### config.mk
export PLATFORM = sky130hd
export DESIGN_NAME = gci_std_kmc_ps2_scancode_decoder
export DESIGN_NICKNAME = d
export VERILOG_FILES = /design/src/rtl/gci_std_kmc_ps2_scancode_decoder.sv
export SDC_FILE = /design/constraint.sdc
export NUM_CORES = 1
export LEC_CHECK = 0
export CORE_MARGIN = 1.5
export CORE_UTILIZATION = 42
export DETAILED_ROUTE_END_ITERATION = 6
export SYNTH_ARGS = -nofsm -noshare
export SYNTH_HDL_FRONTEND = slang
export SYNTH_SLANG_ARGS = --single-unit
### constraint.sdc
create_clock -name iCLOCK -period 9.25 [get_ports iCLOCK]
set_input_delay 1.85 -clock iCLOCK [delete_from_list [all_inputs] [get_ports iCLOCK]]
set_output_delay 1.85 -clock iCLOCK [all_outputs]
set_load 0.01 [all_outputs]
### src/rtl/gci_std_kmc_ps2_scancode_decoder.sv
// PS/2 Set-2 scancode decoder: turns received byte strobes into key events
// (extended / break / code) and queues them in a show-ahead event FIFO.
module gci_std_kmc_ps2_scancode_decoder #(
  parameter int P_FIFO_DEPTH   = 16,
  parameter int P_FIFO_DEPTH_N = 4,
  parameter int P_TIMEOUT      = 250000,
  parameter int P_TIMEOUT_W    = 18
) (
  input  logic                      iCLOCK,
  input  logic                      iRESET_SYNC,
  input  logic                      iPS2_REQ,
  input  logic [7:0]                iPS2_DATA,
  output logic                      oEVENT_VALID,
  output logic                      oEVENT_EXT,
  output logic                      oEVENT_BREAK,
  output logic [7:0]                oEVENT_CODE,
  input  logic                      iEVENT_READ,
  output logic [P_FIFO_DEPTH_N:0]   oEVENT_COUNT,
  output logic                      oOVERFLOW,
  output logic                      oPROTO_ERR,
  input  logic                      iCLEAR_FLAGS
);

  typedef enum logic [2:0] {
    S_IDLE,
    S_EXT,
    S_BRK,
    S_EXT_BRK,
    S_PAUSE
  } state_t;

  localparam logic [P_TIMEOUT_W-1:0]    TMO_LAST = P_TIMEOUT_W'(P_TIMEOUT - 1);
  localparam logic [P_FIFO_DEPTH_N:0]   CNT_FULL = (P_FIFO_DEPTH_N + 1)'(P_FIFO_DEPTH);
  localparam logic [P_FIFO_DEPTH_N:0]   CNT_ONE  = (P_FIFO_DEPTH_N + 1)'(1);

  state_t                    state_reg;
  logic [2:0]                skip_reg;
  logic [P_TIMEOUT_W-1:0]    tmo_reg;

  logic [9:0]                mem [P_FIFO_DEPTH];
  logic [P_FIFO_DEPTH_N-1:0] wr_ptr_reg;
  logic [P_FIFO_DEPTH_N-1:0] rd_ptr_reg;
  logic [P_FIFO_DEPTH_N:0]   count_reg;
  logic                      overflow_reg;
  logic                      proto_err_reg;

  // Byte classification
  logic is_e0, is_f0, is_e1, is_bad, is_prefix;
  assign is_e0     = (iPS2_DATA == 8'hE0);
  assign is_f0     = (iPS2_DATA == 8'hF0);
  assign is_e1     = (iPS2_DATA == 8'hE1);
  assign is_bad    = (iPS2_DATA == 8'h00) || (iPS2_DATA == 8'hFF);
  assign is_prefix = is_e0 || is_f0 || is_e1;

  // Sequence outcome for this cycle: event to push, its fields, and protocol errors
  logic       timeout_hit;
  logic       ev_push;
  logic       ev_ext;
  logic       ev_brk;
  logic [7:0] ev_code;
  logic       ev_err;

  assign timeout_hit = !iPS2_REQ && (state_reg != S_IDLE) && (tmo_reg == TMO_LAST);
  assign ev_push = iPS2_REQ &&
                   (((state_reg == S_PAUSE) && (skip_reg == 3'd1)) ||
                    ((state_reg != S_PAUSE) && !is_prefix && !is_bad));
  assign ev_ext  = (state_reg == S_EXT) || (state_reg == S_EXT_BRK) || (state_reg == S_PAUSE);
  assign ev_brk  = (state_reg == S_BRK) || (state_reg == S_EXT_BRK);
  assign ev_code = (state_reg == S_PAUSE) ? 8'hE1 : iPS2_DATA;
  // Pause bytes are never inspected; only F0 after E0 is a legal second prefix.
  assign ev_err  = timeout_hit ||
                   (iPS2_REQ && (state_reg != S_PAUSE) &&
                    (is_bad || (is_prefix && (state_reg != S_IDLE) &&
                                !((state_reg == S_EXT) && is_f0))));

  // FIFO handshake
  logic pop, full, push_ok, ovf_set;
  assign pop     = iEVENT_READ && (count_reg != '0);
  assign full    = (count_reg == CNT_FULL);
  assign push_ok = ev_push && (!full || pop);
  assign ovf_set = ev_push && full && !pop;

  // Prefix-sequence FSM with pause byte skip counter and inter-byte timeout
  always_ff @(posedge iCLOCK) begin
    if (iRESET_SYNC) begin
      state_reg <= S_IDLE;
      skip_reg  <= 3'd0;
      tmo_reg   <= '0;
    end else begin
      tmo_reg <= (iPS2_REQ || (state_reg == S_IDLE)) ? '0 : tmo_reg + P_TIMEOUT_W'(1);
      if (iPS2_REQ) begin
        case (state_reg)
          S_IDLE: begin
            if (is_e0) begin
              state_reg <= S_EXT;
            end else if (is_f0) begin
              state_reg <= S_BRK;
            end else if (is_e1) begin
              state_reg <= S_PAUSE;
              skip_reg  <= 3'd7;
            end
          end
          S_EXT:     state_reg <= is_f0 ? S_EXT_BRK : S_IDLE;
          S_BRK:     state_reg <= S_IDLE;
          S_EXT_BRK: state_reg <= S_IDLE;
          S_PAUSE: begin
            skip_reg <= skip_reg - 3'd1;
            if (skip_reg == 3'd1) state_reg <= S_IDLE;
          end
          default:   state_reg <= S_IDLE;
        endcase
      end else if (timeout_hit) begin
        state_reg <= S_IDLE;
      end
    end
  end

  // Event storage; contents need no reset because the head is gated by the count
  always_ff @(posedge iCLOCK) begin
    if (push_ok) mem[wr_ptr_reg] <= {ev_ext, ev_brk, ev_code};
  end

  // FIFO pointers, occupancy and sticky flags (a same-cycle set beats a clear)
  always_ff @(posedge iCLOCK) begin
    if (iRESET_SYNC) begin
      wr_ptr_reg    <= '0;
      rd_ptr_reg    <= '0;
      count_reg     <= '0;
      overflow_reg  <= 1'b0;
      proto_err_reg <= 1'b0;
    end else begin
      if (push_ok) wr_ptr_reg <= wr_ptr_reg + 1'b1;
      if (pop)     rd_ptr_reg <= rd_ptr_reg + 1'b1;
      case ({push_ok, pop})
        2'b10:   count_reg <= count_reg + CNT_ONE;
        2'b01:   count_reg <= count_reg - CNT_ONE;
        default: count_reg <= count_reg;
      endcase
      if (ovf_set)           overflow_reg <= 1'b1;
      else if (iCLEAR_FLAGS) overflow_reg <= 1'b0;
      if (ev_err)            proto_err_reg <= 1'b1;
      else if (iCLEAR_FLAGS) proto_err_reg <= 1'b0;
    end
  end

  logic [9:0] head;
  assign head         = mem[rd_ptr_reg];
  assign oEVENT_VALID = (count_reg != '0);
  assign oEVENT_EXT   = oEVENT_VALID & head[9];
  assign oEVENT_BREAK = oEVENT_VALID & head[8];
  assign oEVENT_CODE  = oEVENT_VALID ? head[7:0] : 8'h00;
  assign oEVENT_COUNT = count_reg;
  assign oOVERFLOW    = overflow_reg;
  assign oPROTO_ERR   = proto_err_reg;

endmodule

== Word-level counts from Yosys, hierarchy flattened ==
Memories as Yosys holds them, arrays and structs flattened. A register that Yosys moved wholly into a read port is not among the register bits.
Cells that the tools add are included.

* Bits in registers: 39
* RAM bits: 160
* Output and inout bits: 18
* Word-level logic and storage cells: 102
* Memories: 1

* Add/sub/neg operators: 6
* Equality and inequality tests: 19
* Mux-type cells: 22
* Bitwise operators: 2
* Reductions and logical operators: 44

{| class="wikitable"
|+ Memories
! name !! depth !! width !! rd ports !! clocked after Yosys merged registers in !! wr ports !! RTL line !! text
|-
| mem || 16 || 10 || 1 || 1 || 1 || 40 || <nowiki>logic [9:0] mem [P_FIFO_DEPTH];</nowiki>
|}

{| class="wikitable"
|+ Operator list
! operator !! count
|-
| == test 8 bit, second input constant || 4
|-
| 2-to-1 mux 3 bit || 9
|-
| adder 18 x 1 -> 18 bit, second input constant || 1
|-
| == test 18 bit, second input constant || 1
|-
| 2-to-1 mux 8 bit || 2
|-
| logical AND 1 bit || 15
|-
| logical OR 1 bit || 11
|-
| case mux 5 bit (2 select lines) || 1
|-
| nonzero test 2 bit || 5
|-
| case mux 3 bit (3 select lines) || 1
|-
| adder 4 x 1 -> 4 bit, second input constant || 2
|-
| logical NOT 8 bit || 1
|-
| 2-to-1 mux 4 bit || 2
|-
| == test 3 x 1 -> 1 bit, second input constant || 2
|-
| == test 3 x 2 -> 1 bit, second input constant || 2
|-
| logical NOT 1 bit || 6
|-
| != test 2 bit, second input constant || 3
|-
| case mux 3 bit (2 select lines) || 1
|-
| adder 5 x 1 -> 5 bit, second input constant || 1
|-
| == test 5 bit, second input constant || 1
|-
| 2-to-1 mux 1 bit || 5
|-
| != test 5 bit, second input constant || 1
|-
| AND reduction 5 bit || 1
|-
| nonzero test 5 bit || 1
|-
| other kinds (13) || 14
|}

== Depth between registers and ports, before layout ==
* Depth in word-level cells: 11
* Mapped depth: 13
* Depth with buffers taken out: 13

== Least setup slack after synthesis ==
Ideal clock, no wire load.

* Kind: input -> register
* Start: input port iPS2_DATA[4]
* End: register count_reg[4], in the netlist oEVENT_COUNT[4]
* Arrival time: 4,468 ps
* Data required time: 9,129 ps
* Setup slack: 4,661 ps
* Stages on the path: 11
* Buffers on the path: 0
* Cells stage by stage: or4_1 nor3_2 a221oi_4 nor2_1 inv_1 fa_1 nor2b_1 o21ai_0 a211o_1 mux2i_1 mux2_2

* Longest elaborated chain between the ends: 11
* Elaborated cells on any way between the ends: 19

{| class="wikitable"
|+ Ends and longest elaborated chain
! what !! RTL line !! text
|-
| start, declared || 12 || <nowiki>input logic [7:0] iPS2_DATA,</nowiki>
|-
| == test 8 bit, on equally long branches || 49, 50 ||
|-
| logical OR 1 bit (2 in series) || 53 || <nowiki>assign is_prefix = is_e0 || is_f0 || is_e1;</nowiki>
|-
| logical NOT 1 bit || 66 || <nowiki>((state_reg != S_PAUSE) && !is_prefix && !is_bad));</nowiki>
|-
| logical AND 1 bit || 66 ||
|-
| logical AND 1 bit (*) || 66 ||
|-
| logical OR 1 bit (*) || 65 || <nowiki>(((state_reg == S_PAUSE) && (skip_reg == 3'd1)) ||</nowiki>
|-
| logical AND 1 bit (*) || 64 || <nowiki>assign ev_push = iPS2_REQ &&</nowiki>
|-
| logical AND 1 bit (*) || 80 || <nowiki>assign push_ok = ev_push && (!full || pop);</nowiki>
|-
| == test 2 x 1 -> 1 bit or == test 2 bit (tied branches) || 134 || <nowiki>case ({push_ok, pop})</nowiki>
|-
| case mux 5 bit (2 select lines) or nonzero test 2 bit (tied branches) || n/a ||
|-
| end signal, assigned || 135 || <nowiki>2'b10: count_reg <= count_reg + CNT_ONE;</nowiki>
|-
| end signal, assigned || 136 || <nowiki>2'b01: count_reg <= count_reg - CNT_ONE;</nowiki>
|-
| end signal, assigned || 137 || <nowiki>default: count_reg <= count_reg;</nowiki>
|-
| end, declared || 43 || <nowiki>logic [P_FIFO_DEPTH_N:0] count_reg;</nowiki>
|}

Every way passes the cells marked *; elsewhere a longest branch is shown, timed or not.
A chain may end at the register's enable or synchronous reset.

==> metrics.md <==
| Metric | Value |
|---|---|
| Most frequent cells in the layout | `edfxtp_1, nor2_1, mux4_2` |
| Sequential cell area fraction in the yosys report | `0.673` |
| Die extent in x | `145 um` |
| CP Cell Sequence | `buf_4, mux4_2, mux4_2, nor2b_1, clkdlybuf4s50_1` |
| Final wirelength | `approximately 17,000 um` |
| Hold Buf Count CTS | `0` |
| Slew Limit Headroom | `0.246` |
| Post-Layout Cell Count | `843` |
| Multi-input logic area | `0.00260 sq mm` |
| Yosys cell types | `50` |
| VDD IR max | `around 190 uV` |
| Vias in the first global route | `roughly 4,700` |
| Largest register FFs | `between 150 and 200` |
| Layout cell share with drive strength beyond 1 | `0.182` |
| EDFF count, synth | `160` |
| Required time of the critical path | `around 7400 ps` |
| Crit path top cell by count | `mux4_2` |
| Initial antenna violation count | `0` |
| Hold WC Path Type | `register to register` |
| Clock network fraction of total power | `0.346` |
| Post-CTS Setup Bufs | `0` |
| CP startpoint kind | `register` |
| Post-route ant nets | `0` |
| Final period utilization | `0.555` |
| Post-Synthesis Cells | `520` |
| Slowest cell on crit path | `mux4_2` |
| Drt drc | `0` |
| Fin. max-slew vios | `0` |
| Clock buffer depth | `3` |
| FF/Latch Area | `around 0.0057 sq mm` |
| Max-cap viol count | `0` |
| Input/output buffers | `30` |
| Crit-path leading delay family | `buffers and inverters` |
| Pre-antenna DRT Iters | `6` |
| CTS root buf | `clkbuf_16` |
| Post-CTS sizing | `0` |
| Post-Syn Area | `0.00842 sq mm` |
| Yosys reg bits | `203` |
| Internal power component | `about 1.8 mW` |
| Num CTS Buffers | `22` |
| Fin Setup TNS | `0 ps` |
| Ys async rst share | `0` |
| P&R area growth vs syn | `15.9%` |
| Clk pin slew, worst setup/hold paths | `~60 ps` |
| CTS sink cnt | `203` |
| Crit path arrival time | `around 3300 ps` |
| Vias/cell | `5.44` |
| Hold Vio Cnt, Final | `0` |
| Die Area | `0.0209 sq mm` |
| Site Rows | `slightly above 50` |
| Syn_area_per_cell | `16.2 sq um` |
| Pwr/cell area | `approximately 250 mW/mm^2` |
| Final net count | `588` |
| Number of diodes | `0` |
| Largest net degree at the start of global routing | `a little over 40` |
| Status | `finished clean` |
| Dpl hpwl | `10,900 um` |
| Final setup vio count | `0` |
| Syn nets | `roughly 550` |
| CP Max Fanout | `40` |
| Vias | `4,589` |
| GP Congestion | `0.870` |
| Placed cell count | `between 800 and 900` |
| Routed length per instance | `about 20 um` |
| RSZ-0062 raised after global routing | `false` |
| Sw power | `0.636 mW` |
| Die height | `145 um` |
| Switching Share | `0.259` |
| Leakage | `around 3.1 nW` |
| Worst path max stage delay | `about 650 ps` |
| Fillcell total | `1,632` |
| YS warnings | `0` |
| WS Path Type | `register to output port` |
| Ys flop type | `edfxtp_1` |
| Tot GR Track Use | `0.174` |
| Fmax | `between 150 and 200 MHz` |
| First-pass GRT wire length | `between 20,000 and 30,000 um` |
| Combinational share of power | `0.232` |
| Worst-Skew Late Latency | `approximately 500 ps` |
| Most common cell after layout, fill and taps aside | `edfxtp_1` |
| Worst slew pin tran | `~1100 ps` |
| # IOs | `31` |
| CTS tree | `done` |
| Initial cell density of the core | `0.430` |
| CP bufs+invs | `2` |
| Seq pwr share | `0.422` |
| Final period demand of the worst path | `a little over 5000 ps` |
| CP Capture Type | `output port` |
| Skew final | `about 13 ps` |
| H-tree depth | `1` |
| Initial DRC count | `326` |
| Total gr overflow | `0` |
| Core box area | `between 0.015 and 0.02 sq mm` |
-- worst reg2reg max path, stage by stage (launching register included) --
cell	delay (ps)
dfxtp_1	500
or3b_4	510
o21ai_1	460
a221oi_4	150
nor2_1	270
inv_1	90
fa_1	390
nor2b_1	190
o21ai_0	130
a211o_1	300
mux2i_1	140
mux2_2	350
-- area by class of cell --
| cell class | count | share of cell area |
|---|---|---|
| timing repair buffer | 41 | 0.0392 |
| clock buffer | 32 | 0.0667 |
| sequential | 203 | 0.581 |
| clock inverter | 7 | 0.00615 |
| inverter | 17 | 0.00654 |
| multi-input combinational | 278 | 0.267 |
| tap | 265 | 0.0340 |
-- per-stage QoR --
stage	hold slack, ps	worst slack (ps)	instance area, sq um	util	total power [mW]
after floorplan	418	4660	8420	-	1.42
after global placement	425	4020	9050	0.462	1.62
after detailed placement	458	3870	9050	0.462	1.63
after CTS	470	4020	9760	0.498	2.48
after global routing	497	3910	9760	0.498	2.57
final	463	4120	9760	0.498	2.46
-- cells in the mapped netlist, types with 2 or more instances --
library cell | instances | share of area
inv_1 | 17 | 0.0076
mux2_1 | 4 | 0.0053
or4_1 | 2 | 0.0018
o21ai_0 | 6 | 0.0036
dfxtp_1 | 43 | 0.10
nand3_1 | 20 | 0.012
ha_1 | 11 | 0.016
nor4_1 | 4 | 0.0030
and3_1 | 6 | 0.0045
clkbuf_1 | 14 | 0.0062
a41oi_1 | 2 | 0.0021
and2_1 | 3 | 0.0022
nor2_1 | 56 | 0.025
mux2i_1 | 3 | 0.0036
buf_2 | 4 | 0.0024
edfxtp_1 | 160 | 0.57
nand2b_1 | 7 | 0.0052
mux2_2 | 3 | 0.0040
nand4_1 | 3 | 0.0022
a311oi_1 | 3 | 0.0031
nand2_1 | 12 | 0.0053
or4b_2 | 2 | 0.0024
nor2b_1 | 18 | 0.013
a21o_1 | 2 | 0.0018
mux4_2 | 50 | 0.13
or3_1 | 3 | 0.0022
xnor2_1 | 7 | 0.0073
a31oi_1 | 2 | 0.0015
buf_1 | 3 | 0.0013
xor2_1 | 13 | 0.014
nor3_1 | 11 | 0.0065
a21oi_1 | 8 | 0.0048
-- per-layer routing --
metal | routed length, um | track usage | share of wire
met1 | 7800 | 0.243 | 0.46
met2 | 8330 | 0.289 | 0.49
met3 | 688 | 0.0248 | 0.040
met4 | 219 | 0.0409 | 0.013
met5 | 0 | 0 | 0
-- cells by family after synthesis --
kind of cell               Yosys count  share of synthesized area
AOI/OAI and AO/OA                   33                     0.0294
xor gates and xnor gates            20                     0.0208
adders and majority gates           12                     0.0187
buffers and inverters               39                     0.0184
DFF                                203                      0.673
muxes                               61                      0.148
and+or+nand+nor                    152                     0.0917
-- power by group through the flow --
stage | Sequential (mW) | Clock (mW) | Combinational [mW]
after floorplan | 1.05 | 0 | 0.366
after global placement | 1.05 | 0 | 0.571
after detailed placement | 1.06 | 0 | 0.578
after CTS | 1.04 | 0.865 | 0.580
final | 1.04 | 0.850 | 0.571
after global routing | 1.04 | 0.907 | 0.623
-- path summary, 6_finish.rpt --
path                              startpoint         endpoint  slack (ps)  cells past startpoint
worst max register to register  state_reg[2]  oEVENT_COUNT[4]        5690                     11
worst max-delay path                register   oEVENT_CODE[3]        4120                      5
worst min-delay path              tmo_reg[0]       tmo_reg[0]         460                      1
worst min register to register    tmo_reg[0]       tmo_reg[0]         460                      1
(Power assumes the default switching activity.)
